File: config.mk
export PLATFORM = sky130hd
export DESIGN_NAME = operand_stage_flat
export DESIGN_NICKNAME = d
export VERILOG_FILES = /design/src/rtl/operand_stage_if.sv /design/src/rtl/operand_stage.sv /design/src/flat_wrapper.sv
export SDC_FILE = /design/constraint.sdc
export NUM_CORES = 2
export LEC_CHECK = 0
export CAP_MARGIN = 10
export CORE_ASPECT_RATIO = 0.5
export CORE_MARGIN = 2
export CORE_UTILIZATION = 35
export DETAILED_ROUTE_END_ITERATION = 7
export HOLD_SLACK_MARGIN = 0.06
export SLEW_MARGIN = 20
export SYNTH_ARGS = -nofsm -noshare
export SYNTH_HDL_FRONTEND = slang
export SYNTH_SLANG_ARGS = --single-unit
File: constraint.sdc
create_clock -name Clk -period 10.08 [get_ports Clk]
set_input_delay 1.512 -clock Clk [delete_from_list [all_inputs] [get_ports Clk]]
set_output_delay 1.512 -clock Clk [all_outputs]
set_load 0.005 [all_outputs]
File: src/rtl/operand_stage_if.sv
// Bundle for the operand stage: the instruction/handshake input side, the writeback
// port and the registered ALU operand slot.
interface operand_stage_if #(
  parameter int ADDR_W = 5
);
  logic              In_Valid;
  logic              In_Ready;
  logic [31:0]       Instr;
  logic [1:0]        ImmExt;
  logic              ALUSrc;
  logic [3:0]        ALUFunc;
  logic              Wr_En;
  logic [ADDR_W-1:0] Wr_Addr;
  logic [31:0]       Wr_Data;
  logic              Out_Valid;
  logic              Out_Ready;
  logic [31:0]       A;
  logic [31:0]       B;
  logic [3:0]        Op;
  logic [4:0]        Rd_Addr;

  modport master (
    output In_Valid, Instr, ImmExt, ALUSrc, ALUFunc, Wr_En, Wr_Addr, Wr_Data, Out_Ready,
    input  In_Ready, Out_Valid, A, B, Op, Rd_Addr
  );

  modport slave (
    input  In_Valid, Instr, ImmExt, ALUSrc, ALUFunc, Wr_En, Wr_Addr, Wr_Data, Out_Ready,
    output In_Ready, Out_Valid, A, B, Op, Rd_Addr
  );
endinterface

File: src/rtl/operand_stage.sv
// Operand-fetch stage: register file with writeback bypass, immediate extension and
// a single registered valid/ready slot holding A, B, Op and the destination register.
module operand_stage #(
  parameter int ADDR_W = 5
) (
  input  logic Clk,
  input  logic Reset,
  operand_stage_if.slave bus
);
  localparam int NREG = 1 << ADDR_W;

  logic [31:0] rf_q [NREG];

  logic [4:0]  rs, rt, rd;
  logic [15:0] imm;
  logic [31:0] imm_ext, rs_val, rt_val;
  logic        accept;

  logic        valid_q, valid_d;
  logic [31:0] a_q, a_d, b_q, b_d;
  logic [3:0]  op_q, op_d;
  logic [4:0]  rd_q, rd_d;

  logic unused_opcode;
  assign unused_opcode = ^bus.Instr[31:26];

  assign rs  = bus.Instr[25:21];
  assign rt  = bus.Instr[20:16];
  assign rd  = bus.Instr[15:11];
  assign imm = bus.Instr[15:0];

  // R0 is never written, so it stays at its reset value of zero.
  always_ff @(posedge Clk) begin
    if (!Reset) begin
      for (int i = 0; i < NREG; i++) rf_q[i] <= '0;
    end else if (bus.Wr_En && bus.Wr_Addr != '0) begin
      rf_q[bus.Wr_Addr] <= bus.Wr_Data;
    end
  end

  // A writeback landing on this edge must be seen by an operand captured on it.
  always_comb begin
    rs_val = rf_q[rs];
    if (rs == '0)                              rs_val = '0;
    else if (bus.Wr_En && bus.Wr_Addr == rs)   rs_val = bus.Wr_Data;
    rt_val = rf_q[rt];
    if (rt == '0)                              rt_val = '0;
    else if (bus.Wr_En && bus.Wr_Addr == rt)   rt_val = bus.Wr_Data;
  end

  always_comb begin
    imm_ext = '0;
    case (bus.ImmExt)
      2'b00:   imm_ext = {{16{imm[15]}}, imm};
      2'b01:   imm_ext = {16'h0000, imm};
      2'b10:   imm_ext = {imm, 16'h0000};
      default: imm_ext = {{14{imm[15]}}, imm, 2'b00};
    endcase
  end

  assign bus.In_Ready = !valid_q || bus.Out_Ready;
  assign accept       = bus.In_Valid && bus.In_Ready;

  always_comb begin
    valid_d = valid_q;
    a_d     = a_q;
    b_d     = b_q;
    op_d    = op_q;
    rd_d    = rd_q;
    if (accept) begin
      valid_d = 1'b1;
      a_d     = rs_val;
      b_d     = bus.ALUSrc ? imm_ext : rt_val;
      op_d    = bus.ALUFunc;
      rd_d    = bus.ALUSrc ? rt : rd;
    end else if (bus.Out_Ready) begin
      valid_d = 1'b0;
    end
  end

  always_ff @(posedge Clk) begin
    if (!Reset) begin
      valid_q <= 1'b0;
      a_q     <= '0;
      b_q     <= '0;
      op_q    <= '0;
      rd_q    <= '0;
    end else begin
      valid_q <= valid_d;
      a_q     <= a_d;
      b_q     <= b_d;
      op_q    <= op_d;
      rd_q    <= rd_d;
    end
  end

  assign bus.Out_Valid = valid_q;
  assign bus.A         = a_q;
  assign bus.B         = b_q;
  assign bus.Op        = op_q;
  assign bus.Rd_Addr   = rd_q;
endmodule
File: src/flat_wrapper.sv
// flat-port wrapper written by rule: the top's interface ports become plain ports
module operand_stage_flat 
#(
  parameter int ADDR_W = 5
)
  (Clk, Reset, bus_In_Valid, bus_Instr, bus_ImmExt, bus_ALUSrc, bus_ALUFunc, bus_Wr_En, bus_Wr_Addr, bus_Wr_Data, bus_Out_Ready, bus_In_Ready, bus_Out_Valid, bus_A, bus_B, bus_Op, bus_Rd_Addr);
  operand_stage_if #(.ADDR_W(ADDR_W)) bus_i ();
  input  logic Clk;
  input  logic Reset;
  input wire logic [$bits(bus_i.In_Valid)-1:0] bus_In_Valid;
  input wire logic [$bits(bus_i.Instr)-1:0] bus_Instr;
  input wire logic [$bits(bus_i.ImmExt)-1:0] bus_ImmExt;
  input wire logic [$bits(bus_i.ALUSrc)-1:0] bus_ALUSrc;
  input wire logic [$bits(bus_i.ALUFunc)-1:0] bus_ALUFunc;
  input wire logic [$bits(bus_i.Wr_En)-1:0] bus_Wr_En;
  input wire logic [$bits(bus_i.Wr_Addr)-1:0] bus_Wr_Addr;
  input wire logic [$bits(bus_i.Wr_Data)-1:0] bus_Wr_Data;
  input wire logic [$bits(bus_i.Out_Ready)-1:0] bus_Out_Ready;
  output wire logic [$bits(bus_i.In_Ready)-1:0] bus_In_Ready;
  output wire logic [$bits(bus_i.Out_Valid)-1:0] bus_Out_Valid;
  output wire logic [$bits(bus_i.A)-1:0] bus_A;
  output wire logic [$bits(bus_i.B)-1:0] bus_B;
  output wire logic [$bits(bus_i.Op)-1:0] bus_Op;
  output wire logic [$bits(bus_i.Rd_Addr)-1:0] bus_Rd_Addr;
  assign bus_i.In_Valid = bus_In_Valid;
  assign bus_i.Instr = bus_Instr;
  assign bus_i.ImmExt = bus_ImmExt;
  assign bus_i.ALUSrc = bus_ALUSrc;
  assign bus_i.ALUFunc = bus_ALUFunc;
  assign bus_i.Wr_En = bus_Wr_En;
  assign bus_i.Wr_Addr = bus_Wr_Addr;
  assign bus_i.Wr_Data = bus_Wr_Data;
  assign bus_i.Out_Ready = bus_Out_Ready;
  assign bus_In_Ready = bus_i.In_Ready;
  assign bus_Out_Valid = bus_i.Out_Valid;
  assign bus_A = bus_i.A;
  assign bus_B = bus_i.B;
  assign bus_Op = bus_i.Op;
  assign bus_Rd_Addr = bus_i.Rd_Addr;
  operand_stage #(.ADDR_W(ADDR_W)) u_core (.Clk(Clk), .Reset(Reset), .bus(bus_i));
endmodule
-- Word-level counts from Yosys, hierarchy flattened
Memories as Yosys holds them, arrays and structs flattened.
Index checks and enable logic that the tools add are counted.
- mux-type cells: 16
- reductions and logical operators: 12
- equality and inequality tests: 4
- operator list (cell ; number):
    two-way mux 32 bit ; 6
    one-hot mux 32 bit (3 select lines) ; 1
    OR reduction 32 bit ; 1
    equality test 5 bit ; 2
    zero test 5 bit ; 2
    two-way mux 5 bit ; 2
    two-way mux 1 bit ; 7
    nonzero test 5 bit ; 1
    logical AND 1 bit ; 4
    equality test 2 x 1 -> 1 bit, second input constant ; 1
    equality test 2 bit, second input constant ; 1
    zero test 2 bit ; 1
    nonzero test 2 bit ; 1
    zero test 1 bit ; 1
    logical OR 1 bit ; 1
- word-level logic and storage cells: 38
- flip-flop bits (word level): 74
- memory bits (writable): 1024
- output and inout bits: 75
- bits of input ports: 81
- memories: 1
- memories (name ; words ; width ; rd ports ; clocked after memory_dff ; write ports ; RTL line ; source):
    u_core.rf_q ; 32 ; 32 ; 2 ; 0 ; 32 ; operand_stage.sv:12 ; logic [31:0] rf_q [NREG];

-- Logic depth before layout (Yosys ltp)
- depth after elaboration: 7
- gate-level depth with buffers: 10
- gate-level depth less buffers: 5

-- Worst setup path after synthesis
OpenSTA, ideal clock, no wires.
- kind: input-to-reg
- from: input port bus_Wr_Addr[2]
- to: memory u_core.rf_q[24][0], enable pin
- arrival time: 4632 ps
- path buffers: 3
- required time: 9614 ps
- cell stages on the path: 6
- slack: 4982 ps
- path through: buf_2 or3_1 clkbuf_1 nand3b_1 buf_2 o21ai_0
- RTL lines (element ; RTL line ; source):
    start, declared ; flat_wrapper.sv:16 ; input wire logic [$bits(bus_i.Wr_Addr)-1:0] bus_Wr_Addr;
    end, declared ; operand_stage.sv:12 ;

==> impl_metrics.yaml <==
floorplan:
  coreArea_mm2: 0.164
  die_area_mm2: 0.169
  pin_count: 156
  initial_core_util_pct: 35.3
  rows: 105
  dieHeight_um: 291
  die_w_um: 579
synth:
  synth_xor_area_share_pct: 0.151
  yosys-top-cells-area: "edfxtp_1, mux4_2, and2_1"
  yosysTopAreaCell: "edfxtp_1"
  synthArstFlopShare_pct: 0
  synth_edf_count: 1024
  synth_top_family_by_area: "multiplexers"
  ys_seq_area_share_pct: 55.7
  syn_avg_cell_area_um2: 14.5
  yosys.area_share.simple_pct: 12.8
  syn_area_mm2: 0.0578
  ys_types: 47
  synth-compound-area-share_pct: 6.74
  synth_ff_type: "edfxtp_1"
  yosysWarnings: 0
  synth_mux_area_share_pct: 21.2
  synthCells: 4001
  ys_ff_latch: 1098
  synthAdderAreaFrac_pct: 0
  synth_top_area_share_pct: 53.2
routing:
  vias: 38051
  drt_iter0_markers: 5945
  ant_nets: 0
  drt-total-wl_um: 207000
  via_per_inst: 6.06
  dr.pass1.iters: 6
  wire_per_inst_um: 32.9
  drcViolationCount: 0
cts:
  cts.htree.levels: 3
  insertion_delay_ns: 0.74
  clock_tree.buffer_depth: 3
  hold_buffers: 0
  ctsResizeCount: 0
  cts_sinks: 1098
  post_cts_buffers: 0
  cts_buffers: 112
  cts_tree: "built"
  cts_root_buffer: "clkbuf_16"
  cts.clk_slew.worst_paths_ns: 0.06
layout:
  postLayoutCoreUtil_pct: 39.9
  area_delta_synth_final_pct: 13.1
  drive_gt1_share_pct: 23.4
  fill_cells: 14837
  nets: 4059
  layout_commonest_cell: "edfxtp_1"
  final_cell_mix: "edfxtp_1, and2_1, mux4_2, buf_4, clkdlybuf4s50_1"
sta:
  rsz0062_at_grt: "no"
  finClkSkew_ns: 0.0211
  max_slew_margin_pct: 18.4
  fin_tns_setup_ns: 0
  hold_ws_ns: 0.452
  worst_pin_slew_ns: 1.22
  drv_slew: 0
  max_freq_mhz: 215
  fin_crit_sh_pct: 46.1
  setup_violations: 0
  period_minus_slack_ns: 4.64
  hold_viol: 0
setup_path:
  reg2regPathDepth: 5
  worstPathRequired_ns: 10.67
  crit_path_max_fanout: 20
  r2r-start: "u_core.rf_q[15][22]"
  ff2ff_setup_slack_ns: 7.73
  end_kind: "flip-flop"
  reg2reg_to: "u_core.bus.B[22]"
  crit_arrival_ns: 5.23
  startpoint_type: "input port"
  worstSetupPathType: "input port to flip-flop"
power_and_ir_drop:
  cellPowerDensity_mw_per_mm2: 168
  total_power_mw: 11.0
  max-vdd-ir-drop_mv: 0.144
  leakage_nw: 21.9
place:
  hpwl_um: 120000
  globalplace.congestion: 0.928
  portBuffers: 149
global_routing:
  grtUsageTotal_pct: 24.2
  grt_pass1_wl_um: 288000
  grt_pass1_vias: 37946
  antenna_found_initial: 16
  grt_overflow_total: 0
  grt_max_degree: 98
min_path:
  hp-start: "u_core.bus.Op[1]"
  holdPathEnd: "u_core.bus.Op[1]"
  whs_path_depth: 2
  worstHoldPathType: "flip-flop to flip-flop"
status:
  status: "completed"
run:
  drv_cap: 0
==> worst max-delay path, cell delays in order <==
cell	delay, ns
clkdlybuf4s50_1	0.76
or3_1	0.56
nand3b_1	0.61
buf_4	0.44
nor2_2	0.65
buf_4	0.45
and2_1	0.19
==> worst max path at each step <==
stage                         from                  to  slack, ns  depth (start not counted)
floorplan           bus_Wr_Addr[2]  u_core.rf_q[24][0]       4.98                          6
global placement    bus_Wr_Addr[4]  u_core.rf_q[8][26]       4.77                          7
detailed placement  bus_Wr_Addr[2]  u_core.rf_q[8][26]       4.73                          7
CTS                 bus_Wr_Addr[2]  u_core.rf_q[8][26]       5.53                          7
global route        bus_Wr_Addr[3]  u_core.rf_q[8][26]       5.38                          7
finish              bus_Wr_Addr[3]  u_core.rf_q[8][26]       5.44                          7
==> flip-flops by register name (all words and copies together) (netlist names) <==
signal / flops
u_core.rf_q: 1024
u_core.bus.A: 32
u_core.bus.B: 32
u_core.bus.Rd_Addr: 5
u_core.bus.Op: 4
u_core.bus.Out_Valid: 1
==> cell usage after synthesis (all sizes together) (38+ instances only) <==
cell type  number
clkbuf        314
a22oi         109
edfxtp       1024
dfxtp          74
nand3          38
mux4          450
nand2          51
o22ai         109
buf           128
mux2           96
o21ai          97
a21oi          55
mux2i         105
and2          997
nor2           70
==> report_power, final <==
group	leakage, nW	internal [mW]	switching, mW
sequential	10.4	5.24	0.152
combinational	9.81	0.563	0.838
clock	1.74	2.37	1.83
total	21.9	8.17	2.82
==> cell type report <==
type | count | area, µm² | share of cell area, %
repair buffers | 274 | 2410 | 3.69
diodes | 14 | 35.0 | 0.0536
flip-flops and latches | 1098 | 32200 | 49.3
clock buffers | 156 | 3020 | 4.61
well taps | 2193 | 2740 | 4.19
multi-input cells | 2488 | 24400 | 37.3
clock inverters | 50 | 567 | 0.867
inverters | 4 | 15.0 | 0.0230
==> through the flow <==
step / instance area (µm²) / setup slack [ns] / instances
after floorplan: 58000 / 4.98 / 4032
after global placement: 61800 / 4.77 / 6056
after detailed placement: 61800 / 4.73 / 6057
after CTS: 65400 / 5.53 / 6263
after global routing: 65400 / 5.38 / 6271
final: 65400 / 5.44 / 6277
==> per-layer routing <==
| layer | part of all wire, % | track usage (%) | up-vias |
|---|---|---|---|
| li1 | - | - | 15358 |
| met1 | 39 | 32.7 | 19800 |
| met2 | 45 | 36.7 | 2419 |
| met3 | 12 | 6.74 | 474 |
| met4 | 4.4 | 9.97 | 0 |
| met5 | 0 | 0 | - |
==> cells by family after synthesis <==
family | Yosys count
buffers and inverters | 446
flip-flops | 1098
other | 1
AND/OR/NAND/NOR | 1244
AO/OA/AOI/OAI | 551
XOR/XNOR | 10
multiplexers | 651
No activity file was read; power rests on OpenSTA's default activity.
